**config.mk**
```make
export PLATFORM = sky130hd
export DESIGN_NAME = core_dma
export DESIGN_NICKNAME = d
export VERILOG_FILES = /design/src/rtl/rotate_pkg.sv /design/src/rtl/ahb_beat_ctr.sv /design/src/rtl/core_dma.sv
export SDC_FILE = /design/constraint.sdc
export NUM_CORES = 1
export LEC_CHECK = 0
export CORE_MARGIN = 2
export CORE_UTILIZATION = 40
export CTS_CLUSTER_DIAMETER = 150
export CTS_CLUSTER_SIZE = 28
export DETAILED_ROUTE_END_ITERATION = 10
export PLACE_DENSITY = 0.79
export RECOVER_POWER = 100
export SLEW_MARGIN = 30
export SYNTH_ARGS = -nofsm -noshare
export SYNTH_HDL_FRONTEND = slang
export SYNTH_SLANG_ARGS = --single-unit
```
**constraint.sdc**
```tcl
create_clock -name I_HCLK -period 3 [get_ports I_HCLK]
set_input_delay 0.45 -clock I_HCLK [delete_from_list [all_inputs] [get_ports I_HCLK]]
set_output_delay 0.45 -clock I_HCLK [all_outputs]
set_load 0.03 [all_outputs]
```
**src/rtl/rotate_pkg.sv**
```systemverilog
// Shared AHB-Lite encodings and helpers for the rotate engine DMA path.
// Holds bus constants, DMA state encoding and request legality check.
package rotate_pkg;

    localparam logic [1:0] HTRANS_IDLE   = 2'b00;
    localparam logic [1:0] HTRANS_BUSY   = 2'b01;
    localparam logic [1:0] HTRANS_NONSEQ = 2'b10;
    localparam logic [1:0] HTRANS_SEQ    = 2'b11;

    localparam logic [2:0] HBURST_SINGLE = 3'b000;
    localparam logic [2:0] HBURST_INCR   = 3'b001;
    localparam logic [2:0] HBURST_INCR4  = 3'b011;
    localparam logic [2:0] HBURST_INCR8  = 3'b101;

    localparam logic [2:0] HSIZE_BYTE = 3'b000;
    localparam logic [2:0] HSIZE_HALF = 3'b001;
    localparam logic [2:0] HSIZE_WORD = 3'b010;

    localparam int unsigned KB_BOUND = 1024;

    typedef enum logic [2:0] {
        ST_IDLE,
        ST_CHECK,
        ST_ADDR,
        ST_BURST,
        ST_DRAIN,
        ST_ERR
    } dma_state_t;

    function automatic logic [2:0] burst_of(input int beats);
        logic [2:0] b;
        case (beats)
            8:       b = HBURST_INCR8;
            4:       b = HBURST_INCR4;
            1:       b = HBURST_SINGLE;
            default: b = HBURST_INCR;
        endcase
        return b;
    endfunction

    // Rejects oversize beats, misaligned starts and 1 KB crossings.
    function automatic logic req_bad(
        input logic [9:0] lo,
        input logic [2:0] size,
        input int         beats
    );
        logic [15:0] mask;
        logic [15:0] last;
        logic        bad;
        mask = (16'd1 << size) - 16'd1;
        last = 16'(lo) + (16'(beats) << size) - 16'd1;
        bad  = (size > HSIZE_WORD)
             || ((16'(lo) & mask) != 16'd0)
             || (last >= 16'(KB_BOUND));
        return bad;
    endfunction

endpackage

```
**src/rtl/ahb_beat_ctr.sv**
```systemverilog
// Beat bookkeeping for one burst: issued and completed beat counts,
// the running address and last-beat flags.
module ahb_beat_ctr
    import rotate_pkg::*;
#(
    parameter int BEATS  = 8,
    parameter int ADDR_W = 32
) (
    input  logic              I_HCLK,
    input  logic              I_HRESET,
    input  logic              I_LOAD,
    input  logic [ADDR_W-1:0] I_ADDR,
    input  logic [2:0]        I_SIZE,
    input  logic              I_ISSUE,
    input  logic              I_DONE,
    output logic [ADDR_W-1:0] O_ADDR,
    output logic [2:0]        O_SIZE,
    output logic              O_LAST_ADDR,
    output logic              O_LAST_DATA
);

    localparam int CW = $clog2(BEATS) + 1;

    logic [CW-1:0]     issued_q;
    logic [CW-1:0]     done_q;
    logic [ADDR_W-1:0] addr_q;
    logic [2:0]        size_q;

    always_ff @(posedge I_HCLK) begin
        if (I_HRESET) begin
            issued_q <= '0;
            done_q   <= '0;
            addr_q   <= '0;
            size_q   <= HSIZE_BYTE;
        end else if (I_LOAD) begin
            issued_q <= '0;
            done_q   <= '0;
            addr_q   <= I_ADDR;
            size_q   <= I_SIZE;
        end else begin
            if (I_ISSUE) begin
                issued_q <= issued_q + CW'(1);
                addr_q   <= addr_q + (ADDR_W'(1) << size_q);
            end
            if (I_DONE) begin
                done_q <= done_q + CW'(1);
            end
        end
    end

    assign O_ADDR      = addr_q;
    assign O_SIZE      = size_q;
    assign O_LAST_ADDR = (issued_q == CW'(BEATS - 1));
    assign O_LAST_DATA = (done_q == CW'(BEATS - 1));

endmodule

```
**src/rtl/core_dma.sv**
```systemverilog
// AHB-Lite burst master serving core_set pixel-set requests.
// One request becomes one fixed-length incrementing burst.
module core_dma
    import rotate_pkg::*;
#(
    parameter int BEATS  = 8,
    parameter int ADDR_W = 32,
    parameter int DATA_W = 32
) (
    input  logic              I_HCLK,
    input  logic              I_HRESET,
    input  logic              I_REQ,
    input  logic [ADDR_W-1:0] I_ADDR,
    input  logic [2:0]        I_SIZE,
    input  logic              I_WRITE,
    input  logic [DATA_W-1:0] I_WDATA,
    output logic              O_DMA_READY,
    output logic [DATA_W-1:0] O_RDATA,
    output logic              O_BUSY,
    output logic              O_ERR,
    output logic [ADDR_W-1:0] O_HADDR,
    output logic [1:0]        O_HTRANS,
    output logic              O_HWRITE,
    output logic [2:0]        O_HSIZE,
    output logic [2:0]        O_HBURST,
    output logic [DATA_W-1:0] O_HWDATA,
    input  logic [DATA_W-1:0] I_HRDATA,
    input  logic              I_HREADY,
    input  logic              I_HRESP
);

    localparam logic [2:0] BURST_T = burst_of(BEATS);

    dma_state_t        state_q, state_d;
    logic              busy_q, busy_d;
    logic              write_q;
    logic              dphase_q;
    logic              rdy_q;
    logic [DATA_W-1:0] rdata_q;

    logic              load, issue, err;
    logic              err_hit, beat_done;
    logic [1:0]        htrans;
    logic [ADDR_W-1:0] addr;
    logic [2:0]        size;
    logic              last_addr, last_data;

    ahb_beat_ctr #(
        .BEATS  (BEATS),
        .ADDR_W (ADDR_W)
    ) u_ctr (
        .I_HCLK      (I_HCLK),
        .I_HRESET    (I_HRESET),
        .I_LOAD      (load),
        .I_ADDR      (I_ADDR),
        .I_SIZE      (I_SIZE),
        .I_ISSUE     (issue),
        .I_DONE      (beat_done),
        .O_ADDR      (addr),
        .O_SIZE      (size),
        .O_LAST_ADDR (last_addr),
        .O_LAST_DATA (last_data)
    );

    assign err_hit   = dphase_q & I_HRESP;
    assign beat_done = dphase_q & I_HREADY & ~I_HRESP;

    always_comb begin
        state_d = state_q;
        load    = 1'b0;
        issue   = 1'b0;
        err     = 1'b0;
        htrans  = HTRANS_IDLE;
        unique case (state_q)
            ST_IDLE: begin
                if (I_REQ && !busy_q) begin
                    load    = 1'b1;
                    state_d = ST_CHECK;
                end
            end
            ST_CHECK: begin
                state_d = req_bad(addr[9:0], size, BEATS) ? ST_ERR : ST_ADDR;
            end
            ST_ADDR: begin
                htrans = HTRANS_NONSEQ;
                if (I_HREADY) begin
                    issue   = 1'b1;
                    state_d = last_addr ? ST_DRAIN : ST_BURST;
                end
            end
            ST_BURST: begin
                // First ERROR cycle: cancel the pending address phase.
                if (err_hit) begin
                    state_d = ST_ERR;
                end else begin
                    htrans = HTRANS_SEQ;
                    if (I_HREADY) begin
                        issue   = 1'b1;
                        state_d = last_addr ? ST_DRAIN : ST_BURST;
                    end
                end
            end
            ST_DRAIN: begin
                if (err_hit) begin
                    state_d = ST_ERR;
                end else if (beat_done && last_data) begin
                    state_d = ST_IDLE;
                end
            end
            ST_ERR: begin
                err     = 1'b1;
                state_d = ST_IDLE;
            end
            default: state_d = ST_IDLE;
        endcase
    end

    assign busy_d = load | (busy_q & (state_d != ST_IDLE));

    always_ff @(posedge I_HCLK) begin
        if (I_HRESET) begin
            state_q  <= ST_IDLE;
            busy_q   <= 1'b0;
            write_q  <= 1'b0;
            dphase_q <= 1'b0;
            rdy_q    <= 1'b0;
            rdata_q  <= '0;
        end else begin
            state_q <= state_d;
            busy_q  <= busy_d;
            if (load) begin
                write_q <= I_WRITE;
            end
            if (I_HREADY || err_hit) begin
                dphase_q <= issue;
            end
            rdy_q <= beat_done & ~write_q;
            if (beat_done && !write_q) begin
                rdata_q <= I_HRDATA;
            end
        end
    end

    assign O_DMA_READY = rdy_q | (beat_done & write_q);
    assign O_RDATA     = rdata_q;
    assign O_BUSY      = busy_q;
    assign O_ERR       = err;
    assign O_HTRANS    = htrans;
    assign O_HADDR     = (htrans != HTRANS_IDLE) ? addr : '0;
    assign O_HWRITE    = (htrans != HTRANS_IDLE) & write_q;
    assign O_HSIZE     = (htrans != HTRANS_IDLE) ? size : 3'b000;
    assign O_HBURST    = (htrans != HTRANS_IDLE) ? BURST_T : 3'b000;
    assign O_HWDATA    = (dphase_q && write_q) ? I_WDATA : '0;

endmodule

```
* Word level (Yosys, flattened, before mapping)
Cells that the tools add are included.
** Storage, ports and cells
- RAM bits :: 0
- Bits of input ports :: 105
- ROM bits :: 0
- Word-level logic and storage cells :: 77
- Bits in latches :: 0
- Memories kept :: 0
- Register bits :: 82
** Cells by class
- Add/sub/neg operators :: 6
- Divide/modulo/power cells :: 0
- Equal/unequal tests :: 7
- Multiply operators :: 0
- Muxes and demuxes :: 22
- Shift operators :: 3
- Reduce and logical (&&, ||, !) cells :: 15
- Bitwise gates (word level) :: 12
- Order comparisons :: 2
** Operators by type and width (count)
- two-way mux 32 bit :: 4
- adder 32 bit :: 1
- left shift 1 x 3 -> 32 bit, first input constant :: 1
- subtractor 16 x 1 -> 16 bit, second input constant :: 2
- two-way mux 3 bit :: 9
- adder 10 x 16 -> 16 bit :: 1
- AND 10 x 16 -> 16 bit :: 1
- >= comparator 16 x 11 -> 1 bit, second input constant :: 1
- nonzero test 16 bit :: 1
- left shift 1 x 3 -> 16 bit, first input constant :: 1
- left shift 4 x 3 -> 16 bit, first input constant :: 1
- one-hot mux 3 bit (5 select lines) :: 1
- adder 4 x 1 -> 4 bit, second input constant :: 2
- == test 4 x 3 -> 1 bit, second input constant :: 2
- AND 1 bit :: 7
- == test 3 x 2 -> 1 bit, second input constant :: 2
- == test 3 bit, second input constant :: 2
- two-way mux 1 bit :: 5
- logical AND 1 bit :: 4
- one-hot mux 2 bit (2 select lines) :: 1
- nonzero test 2 bit :: 2
- == test 3 x 1 -> 1 bit, second input constant :: 1
- greater-than comparator 3 x 2 -> 1 bit, second input constant :: 1
- zero test 3 bit :: 1
- other kinds (8) :: 13

* Depth between registers and ports, before layout
Gate-level depths: netlist of run 1.
- Depth after elaboration :: 11
- Depth in mapped cells :: 13
- Depth with buffers taken out :: 11

* By module
From an unflattened synthesis of run 1, not the netlist that was laid out.
** Unflattened totals
- Cell total of the unflattened synthesis :: 688
- Area, all modules :: 5326.4 um^2
** By module, submodules not included
- ahb_beat_ctr :: sequential area each 860.8 um^2, area each 2710.1 um^2, times used 1, cells each 322
- core_dma :: sequential area each 780.7 um^2, area each 2616.3 um^2, times used 1, cells each 366

* Worst setup path after synthesis of run 1
OpenSTA, ideal clock, no wires.
- Path type :: flip-flop to flip-flop
- Start :: reg u_ctr.size_q[2], in the netlist u_ctr.O_SIZE[2]
- End :: reg u_ctr.addr_q[16], in the netlist u_ctr.O_ADDR[16]
- Library setup time :: 0.091 ns
- Cell stages (with the launch flop) :: 13
- Data arrival time :: 2.764 ns
- Required time :: 2.909 ns
- Setup slack :: 0.145 ns
- Cell sequence :: dfxtp_1 > clkbuf_1 > or3_1 > inv_1 > ha_1 > inv_1 > fa_1 > nor2b_1 > o31a_1 > o22ai_2 > clkbuf_1 > or3_1 > a311oi_1
** On the way
- Word-level cells in the longest chain between the ends :: 4
** RTL lines
- start, declared :: RTL line ahb_beat_ctr.sv:27 : logic [2:0] size_q;
- start signal, assigned :: RTL line ahb_beat_ctr.sv:34 : size_q <= HSIZE_BYTE;
- start signal, assigned :: RTL line ahb_beat_ctr.sv:39 : size_q <= I_SIZE;
- left shift 1 x 3 -> 32 bit :: RTL line ahb_beat_ctr.sv:43 : addr_q <= addr_q + (ADDR_W'(1) << size_q);
- adder 32 bit :: RTL line ahb_beat_ctr.sv:43
- two-way mux 32 bit :: RTL line ahb_beat_ctr.sv:41 : if (I_ISSUE) begin
- two-way mux 32 bit :: RTL line ahb_beat_ctr.sv:35 : end else if (I_LOAD) begin
- end signal, assigned :: RTL line ahb_beat_ctr.sv:43
- end, declared :: RTL line ahb_beat_ctr.sv:26 : logic [ADDR_W-1:0] addr_q;
No other way between the ends. The select of a mux whose other input is x is not followed.
A chain may end at the register's enable or synchronous reset.

* Final worst setup path of run 1
- Start :: reg state_q[1]
- End :: out O_HADDR[10]
** On the way
- Word-level cells in the longest chain between the ends :: 4
** RTL lines
- start, declared :: RTL line core_dma.sv:34 : dma_state_t state_q, state_d;
- start signal, assigned :: RTL line core_dma.sv:129 : state_q <= state_d;
- == test 3 x 2 -> 1 bit :: RTL line core_dma.sv:74 : unique case (state_q)
- one-hot mux 2 bit (2 select lines) (*) :: RTL line core_dma.sv:74
- nonzero test 2 bit (*) :: RTL line core_dma.sv:149 : assign O_HADDR = (htrans != HTRANS_IDLE) ? addr : '0;
- two-way mux 32 bit (*) :: RTL line core_dma.sv:149
- end, declared :: RTL line core_dma.sv:21 : output logic [ADDR_W-1:0] O_HADDR,
Every way passes the cells marked *; elsewhere a longest branch is shown, timed or not.

==> metrics, run 1 <==
post-detailed-placement half-perimeter wirelength=11,100 um; worst-case clock buffer depth=2; filler-free cell count of the finished design=1,037; Std-Cell Rows=41; number of design-rule violations left by the first detailed-router iteration=306; R2R Setup Slk=0.13 ns; number of vias after detailed routing=5,410; Remaining Overflow, GRT=0; R2R Path Start=u_ctr.O_SIZE[2]; final worst path period need=2.92 ns; post-placement cell area=7380 um^2; area share of the largest cell type after synthesis=0.319; Max stage delay cell, worst path=clkdlybuf4s50_1; average vias per placed instance=5.22; internal power=2.74 mW; final antenna diode count=0; Worst Path Arrival=2.47 ns; clock tree from TritonCTS=done; Crit Reg-Reg Endpoint=u_ctr.O_ADDR[20]; overall fraction of global-route tracks in use=0.222; effective utilization at floorplan=0.409; crit-path max FO=43; crit path to=O_HADDR[10]; cells taking the most area after synthesis=dfxtp_1 (32%), and3_1 (8.5%), nand2_1 (7.2%); die height=117 um; top-count cell post-synth=nand2_1; proportion of synthesized flip-flops having asynchronous set or reset=0; count of unique library cells instantiated by Yosys=60; DR WL/cell=15.3 um; hold_buf cts=0; # port buffers=211; number of nets in the layout=996; register clock-pin slew on the reported worst setup and hold paths=0.07 ns; Clock Sinks=82; later-pin clock latency in the skew report=0.35 ns; category of cells accounting for the largest share of critical-path delay=simple AND/OR/NAND/NOR gates; result of the run=complete, no violations; fmax=0.342 GHz; number of routed nets with antenna violations=0; Synth Register Bits=82; depth of the critical timing path with buffers and inverters included=3; max-cap viol count=0; classification of the worst-slack hold path=register to register; deepest level of the CTS H-tree=3; Leakage=3.41 nW; worst hold slack=0.450 ns; VDD IR-drop max=0.000315 V; total I/O pin count=213; total power after layout=4.51 mW; top_reg_cell synth=dfxtp_1; cell at the root of the clock tree=clkbuf_16; pin count of the biggest net entering global routing=76; RSZ-0062 raised after global routing=yes; critical path startpoint=state_q[1]; period utilisation layout=0.974; nature of the critical path endpoint=output port; layout overhead on the synthesized area=50.7%; relative max-transition margin=0.0777; Net Count, Synth=810; number of warnings reported in the yosys synthesis log=0; power dissipated by switching net loads=1.77 mW; number of antenna violations at the first check in global routing=0; Inst Count DP=1,018; largest area contributor in the synthesized netlist=dfxtp_1; required arrival time at the worst endpoint=2.55 ns; number of max-slew violations in the final report=0; DRC violation count after routing=0; actual transition at the worst max-transition pin=1.38 ns; Seq pwr share=0.341; Critical Path Max Stage Delay=0.70 ns; endpoints failing hold=0; drt total wl=15,900 um; Worst Setup Start Kind=register; global-route wire length before repair=25,500 um; die outline area=13,800 um^2; number of global-route vias before repair=5,204; endpoints failing setup=0; Num CTS Buffers=9; mean area per synthesized cell=7.63 um^2; die extent in x=117 um; clock share of power=0.258; net switching fraction of the power=0.393; Pwr per Cell Area=582 nW/um^2; synthesized instance count=674; cell area after technology mapping=5140 um^2; last weighted congestion value of the routability-driven placer=0.875; ordered list of cells on the worst path=and2b_2, and3_2, clkdlybuf4s50_1; most frequent cells after synthesis=nand2_1 (99), dfxtp_1 (82), and3_1 (70); Setup TNS Final=0 ns; final instance area=7750 um^2; worst setup path class=register to output port; share of cells above drive strength 1=0.0728; buffers and inverters on the worst path=1; worst clock skew on the final layout=0.00541 ns; portion of total power attributed to combinational logic=0.401; Post-synth EDFFs=0; sequential cell area fraction in the yosys report=0.319; cells on worst reg2reg path=12; area of the core=12,600 um^2; first-pass detailed-route iteration total=5
==> state kept, by name (all words and copies together) (netlist names) <==
name            count
O_RDATA            32
u_ctr.issued_q      4
dphase_q            1
rdy_q               1
state_q             3
u_ctr.done_q        4
O_BUSY              1
u_ctr.O_ADDR       32
u_ctr.O_SIZE        3
write_q             1
==> power groups by stage <==
| stage | Sequential (mW) | Combinational [mW] | Clock, mW |
|---|---|---|---|
| final | 1.54 | 1.81 | 1.17 |
| after global routing | 1.57 | 2.04 | 1.22 |
| after CTS | 1.53 | 1.80 | 1.18 |
| after detailed placement | 1.55 | 1.78 | 0 |
| after global placement | 1.55 | 1.76 | 0 |
| after floorplan | 1.48 | 1.31 | 0 |
==> worst min-delay path by stage <==
| stage | startpoint | end | slack [ns] | depth (start not counted) |
|---|---|---|---|---|
| 6_report | O_RDATA[13] | O_RDATA[13] | 0.45 | 2 |
| 5_1_grt | O_RDATA[1] | O_RDATA[1] | 0.47 | 2 |
| 3_3_place_gp | O_RDATA[15] | O_RDATA[15] | 0.44 | 2 |
| 3_5_place_dp | O_RDATA[17] | O_RDATA[17] | 0.45 | 2 |
| 2_1_floorplan | u_ctr.done_q[1] | u_ctr.done_q[1] | 0.45 | 2 |
| 4_1_cts | O_RDATA[1] | O_RDATA[1] | 0.46 | 2 |
==> repair_timing <==
item,in CTS,in global routing
cloned,0,1
gates resized for setup,1,8
pin swaps,0,5
setup buffers,0,2
endpoints found under the setup margin,3,22
==> area by class of cell <==
cell class,instances,area [um^2]
Fill cell,1142,4820
Inverter,37,139
Timing Repair Buffer,227,2240
Multi-Input combinational cell,503,3210
Clock buffer,9,225
Sequential cell,82,1640
Tap cell,172,215
Clock inverter,7,81.3
==> through the flow <==
| stage | util | setup WS (ns) |
|---|---|---|
| final | 0.617 | 0.0788 |
| after global routing | 0.617 | -0.0363 |
| after CTS | 0.612 | 0.0592 |
| after detailed placement | 0.587 | 0.0162 |
| after global placement | 0.587 | 0.133 |
| after floorplan | - | 0.145 |
==> logic make-up (layout without fill, tap and decap cells) <==
logic type               after synthesis  in the layout  synth area share
buffers and inverters                 90            280            0.0696
other                                  1              1          0.000729
AND/OR/NAND/NOR                      314            314             0.326
AO/OA/AOI/OAI                        125            126             0.153
XOR/XNOR                              30             30            0.0511
multiplexers                           1              1           0.00195
flip-flops                            82             82             0.319
adder cells (fa/ha/maj)               31             31            0.0783
==> cell usage in the layout (no fill, tap or decap), drive strengths merged, types with 25 or more instances in the layout <==
cell	n
a211oi	28
a21oi	53
and3	72
clkdlybuf4s50	142
dfxtp	82
dlygate4sd3	68
ha	29
inv	42
nand2	100
nor2	52
xnor2	25
==> per-layer routing <==
metal / vias to the layer above / share of wire / track usage
li1: 2712 / - / -
met1: 2515 / 0.44 / 0.276
met2: 153 / 0.47 / 0.370
met3: 30 / 0.060 / 0.0559
met4: 0 / 0.025 / 0.0806
met5: - / 0 / 0
==> tightest hold or removal path: cells and delay by family, from the launching register on <==
| family | cells | cell delay, ns |
|---|---|---|
| AO/OA/AOI/OAI | 1 | 0.05 |
| flip-flops | 1 | 0.31 |
| AND/OR/NAND/NOR | 1 | 0.05 |
(Power assumes the default switching activity.)
==> inputs of run 2 (changes only) <==
- ABC_CLOCK_PERIOD_IN_PS: default -> 3000
- MAX_ROUTING_LAYER: default -> met4
- REMOVE_ABC_BUFFERS: default -> 1
==> run 2 against run 1 <==
Compared with the run above:
- the flow now finishes with violations (capacitance limit, slew limit)
- critical path type is now input pin to output port
- global-route usage increased by 1.1 points
- critical path depth increased by 2
- non-clock buffer count increased by 4
- sequential share of layout area increased by 0.073 points
- sequential power about the same
- first-iteration DRC count decreased by 14%
- cell count about the same
- hold slack got worse by 0.00058 ns
- via count decreased by 0.55%
- routed wire length increased by 0.83%
- largest cell class unchanged
- clock power decreased by 15%
- setup slack improved by 0.070 ns
==> metrics, run 2 (synthesized netlist as in run 1, its figures left out) <==
cell at the root of the clock tree=clkbuf_16 (unchanged); die outline area=13,800 um^2 (unchanged); Clock Sinks=82 (unchanged); last weighted congestion value of the routability-driven placer=0.908 (was 0.875); DRC violation count after routing=0 (unchanged); area of the core=12,600 um^2 (unchanged); filler-free cell count of the finished design=1,038 (was 1,037); worst hold slack=0.449 ns (was 0.450 ns); clock tree from TritonCTS=done (unchanged); actual transition at the worst max-transition pin=1.51 ns (was 1.38 ns); Std-Cell Rows=41 (unchanged); max-cap viol count=1 (was 0); Leakage=3.38 nW (was 3.41 nW); combined flip-flop and latch cell area=1640 um^2 (about the same); number of nets in the layout=999 (was 996); final worst path period need=2.85 ns (was 2.92 ns); total I/O pin count=213 (unchanged); die extent in x=117 um (unchanged); number of max-slew violations in the final report=33 (was 0); share of cells above drive strength 1=0.0693 (was 0.0728); VDD IR-drop max=0.000253 V (was 0.000315 V); worst-case clock buffer depth=2 (unchanged); final antenna diode count=0 (unchanged); period utilisation layout=0.951 (was 0.974); RSZ-0062 raised after global routing=yes (unchanged); worst clock skew on the final layout=0.00835 ns (was 0.00541 ns); Seq pwr share=0.353 (was 0.341); overall fraction of global-route tracks in use=0.232 (was 0.222); hold_buf cts=0 (unchanged); nature of the critical path endpoint=output port (unchanged); commonest cells after routing, fill and taps aside=clkdlybuf4s50_1 (143), nand2_1 (99), dfxtp_1 (82), and3_1 (70), dlygate4sd3_1 (67) (was clkdlybuf4s50_1 (142), nand2_1 (99), dfxtp_1 (81), and3_1 (70), dlygate4sd3_1 (68)); Num CTS Buffers=9 (unchanged); number of vias after detailed routing=5,380 (was 5,410); worst setup path class=input pin to output port (was register to output port); most common library cell in the layout ignoring fill and taps=clkdlybuf4s50_1 (unchanged); area of the multi-input gates=3180 um^2 (was 3210 um^2); DR WL/cell=15.4 um (was 15.3 um); # port buffers=211 (unchanged); fillcell total=1,101 (was 1,142); deepest level of the CTS H-tree=3 (unchanged); fmax=0.351 GHz (was 0.342 GHz); result of the run=complete, but fails checks (was complete, no violations); number of routed nets with antenna violations=0 (unchanged); average vias per placed instance=5.18 (was 5.22); register clock-pin slew on the reported worst setup and hold paths=0.06 ns (was 0.07 ns); Worst Path Arrival=2.40 ns (was 2.47 ns); net switching fraction of the power=0.394 (was 0.393); number of global-route vias before repair=5,101 (was 5,204); later-pin clock latency in the skew report=0.33 ns (was 0.35 ns); required arrival time at the worst endpoint=2.55 ns (about the same); clock share of power=0.226 (was 0.258); power dissipated by switching net loads=1.72 mW (was 1.77 mW); portion of total power attributed to combinational logic=0.420 (was 0.401); number of design-rule violations left by the first detailed-router iteration=262 (was 306); failing checks=capacitance limit, slew limit; Inst Count DP=1,023 (was 1,018); effective utilization at floorplan=0.409 (unchanged); number of antenna violations at the first check in global routing=0 (unchanged); pin count of the biggest net entering global routing=44 (was 76); endpoints failing setup=0 (unchanged); die height=117 um (unchanged); relative max-transition margin=-0.00347 (was 0.0777); Remaining Overflow, GRT=0 (unchanged); Pwr per Cell Area=566 nW/um^2 (was 582 nW/um^2); layout overhead on the synthesized area=50.1% (was 50.7%); first-pass detailed-route iteration total=5 (unchanged); crit-path max FO=31 (was 43); drt total wl=16,000 um (was 15,900 um); internal power=2.65 mW (was 2.74 mW); endpoints failing hold=0 (unchanged); classification of the worst-slack hold path=register to register (unchanged); Worst Setup Start Kind=input pin (was register); global-route wire length before repair=25,700 um (was 25,500 um); post-detailed-placement half-perimeter wirelength=11,700 um (was 11,100 um)
## run 2: cell count changes in the layout (fill, tap and decap cells not counted), moves of 2 or more
cell        delta
inv_6          -4
clkinvlp_4     +2
nor3_1         +4
nor3_2         -4
buf_4          +3
## run 2: cell type report
cell class                 count  area share
inverter                      37      0.0180
sequential                    82       0.213
clock inverter                 5     0.00438
multi-input combinational    502       0.412
clock buffer                   9      0.0292
timing repair buffer         231       0.296
tap                          172      0.0279
## run 2: worst paths after layout
check / from / end / slack, ns / cells past startpoint
worst max-delay path: I_HRESP / O_HADDR[31] / 0.15 / 5
worst min-delay path: O_RDATA[5] / O_RDATA[5] / 0.45 / 2
worst max register to register: u_ctr.O_SIZE[2] / u_ctr.O_ADDR[16] / 0.15 / 10
worst min register to register: O_RDATA[5] / O_RDATA[5] / 0.45 / 2
## run 2: power by group through the flow
stage / Sequential (mW) / Clock, mW / Combinational, mW
after floorplan: 1.51 / 0 / 1.20
after global placement: 1.56 / 0 / 1.79
after detailed placement: 1.56 / 0 / 1.81
after CTS: 1.54 / 1.01 / 1.83
after global routing: 1.58 / 1.04 / 2.06
final: 1.54 / 0.989 / 1.84
## run 2: critical path: stages
cell	delay, ns
dlygate4sd3_1	0.63
nand3_1	0.19
buf_12	0.19
and3_1	0.23
clkdlybuf4s50_1	0.69
## run 2: per-layer routing
metal	track usage	vias to the layer above	wire length [um]
li1	-	2709	-
met1	0.294	2432	7050
met2	0.387	227	7580
met3	0.0413	12	1240
met4	0.0557	0	127
met5	-	-	0
## run 2: timing repair
item / in CTS / in global routing
setup endpoints to repair: 0 / 14
resized for setup: 0 / 5
buffers inserted: 0 / 1
## run 2: through the flow
step	instance area [um^2]	setup slack, ns	utilization	setup TNS, ns	power (mW)
finish	7720	0.148	0.614	0	4.37
floorplan	4920	-0.0770	-	-0.374	2.71
CTS	7690	0.0806	0.612	0	4.37
global route	7720	-0.0340	0.614	-0.106	4.68
detailed placement	7430	0.0909	0.591	0	3.37
global placement	7430	0.193	0.591	0	3.35
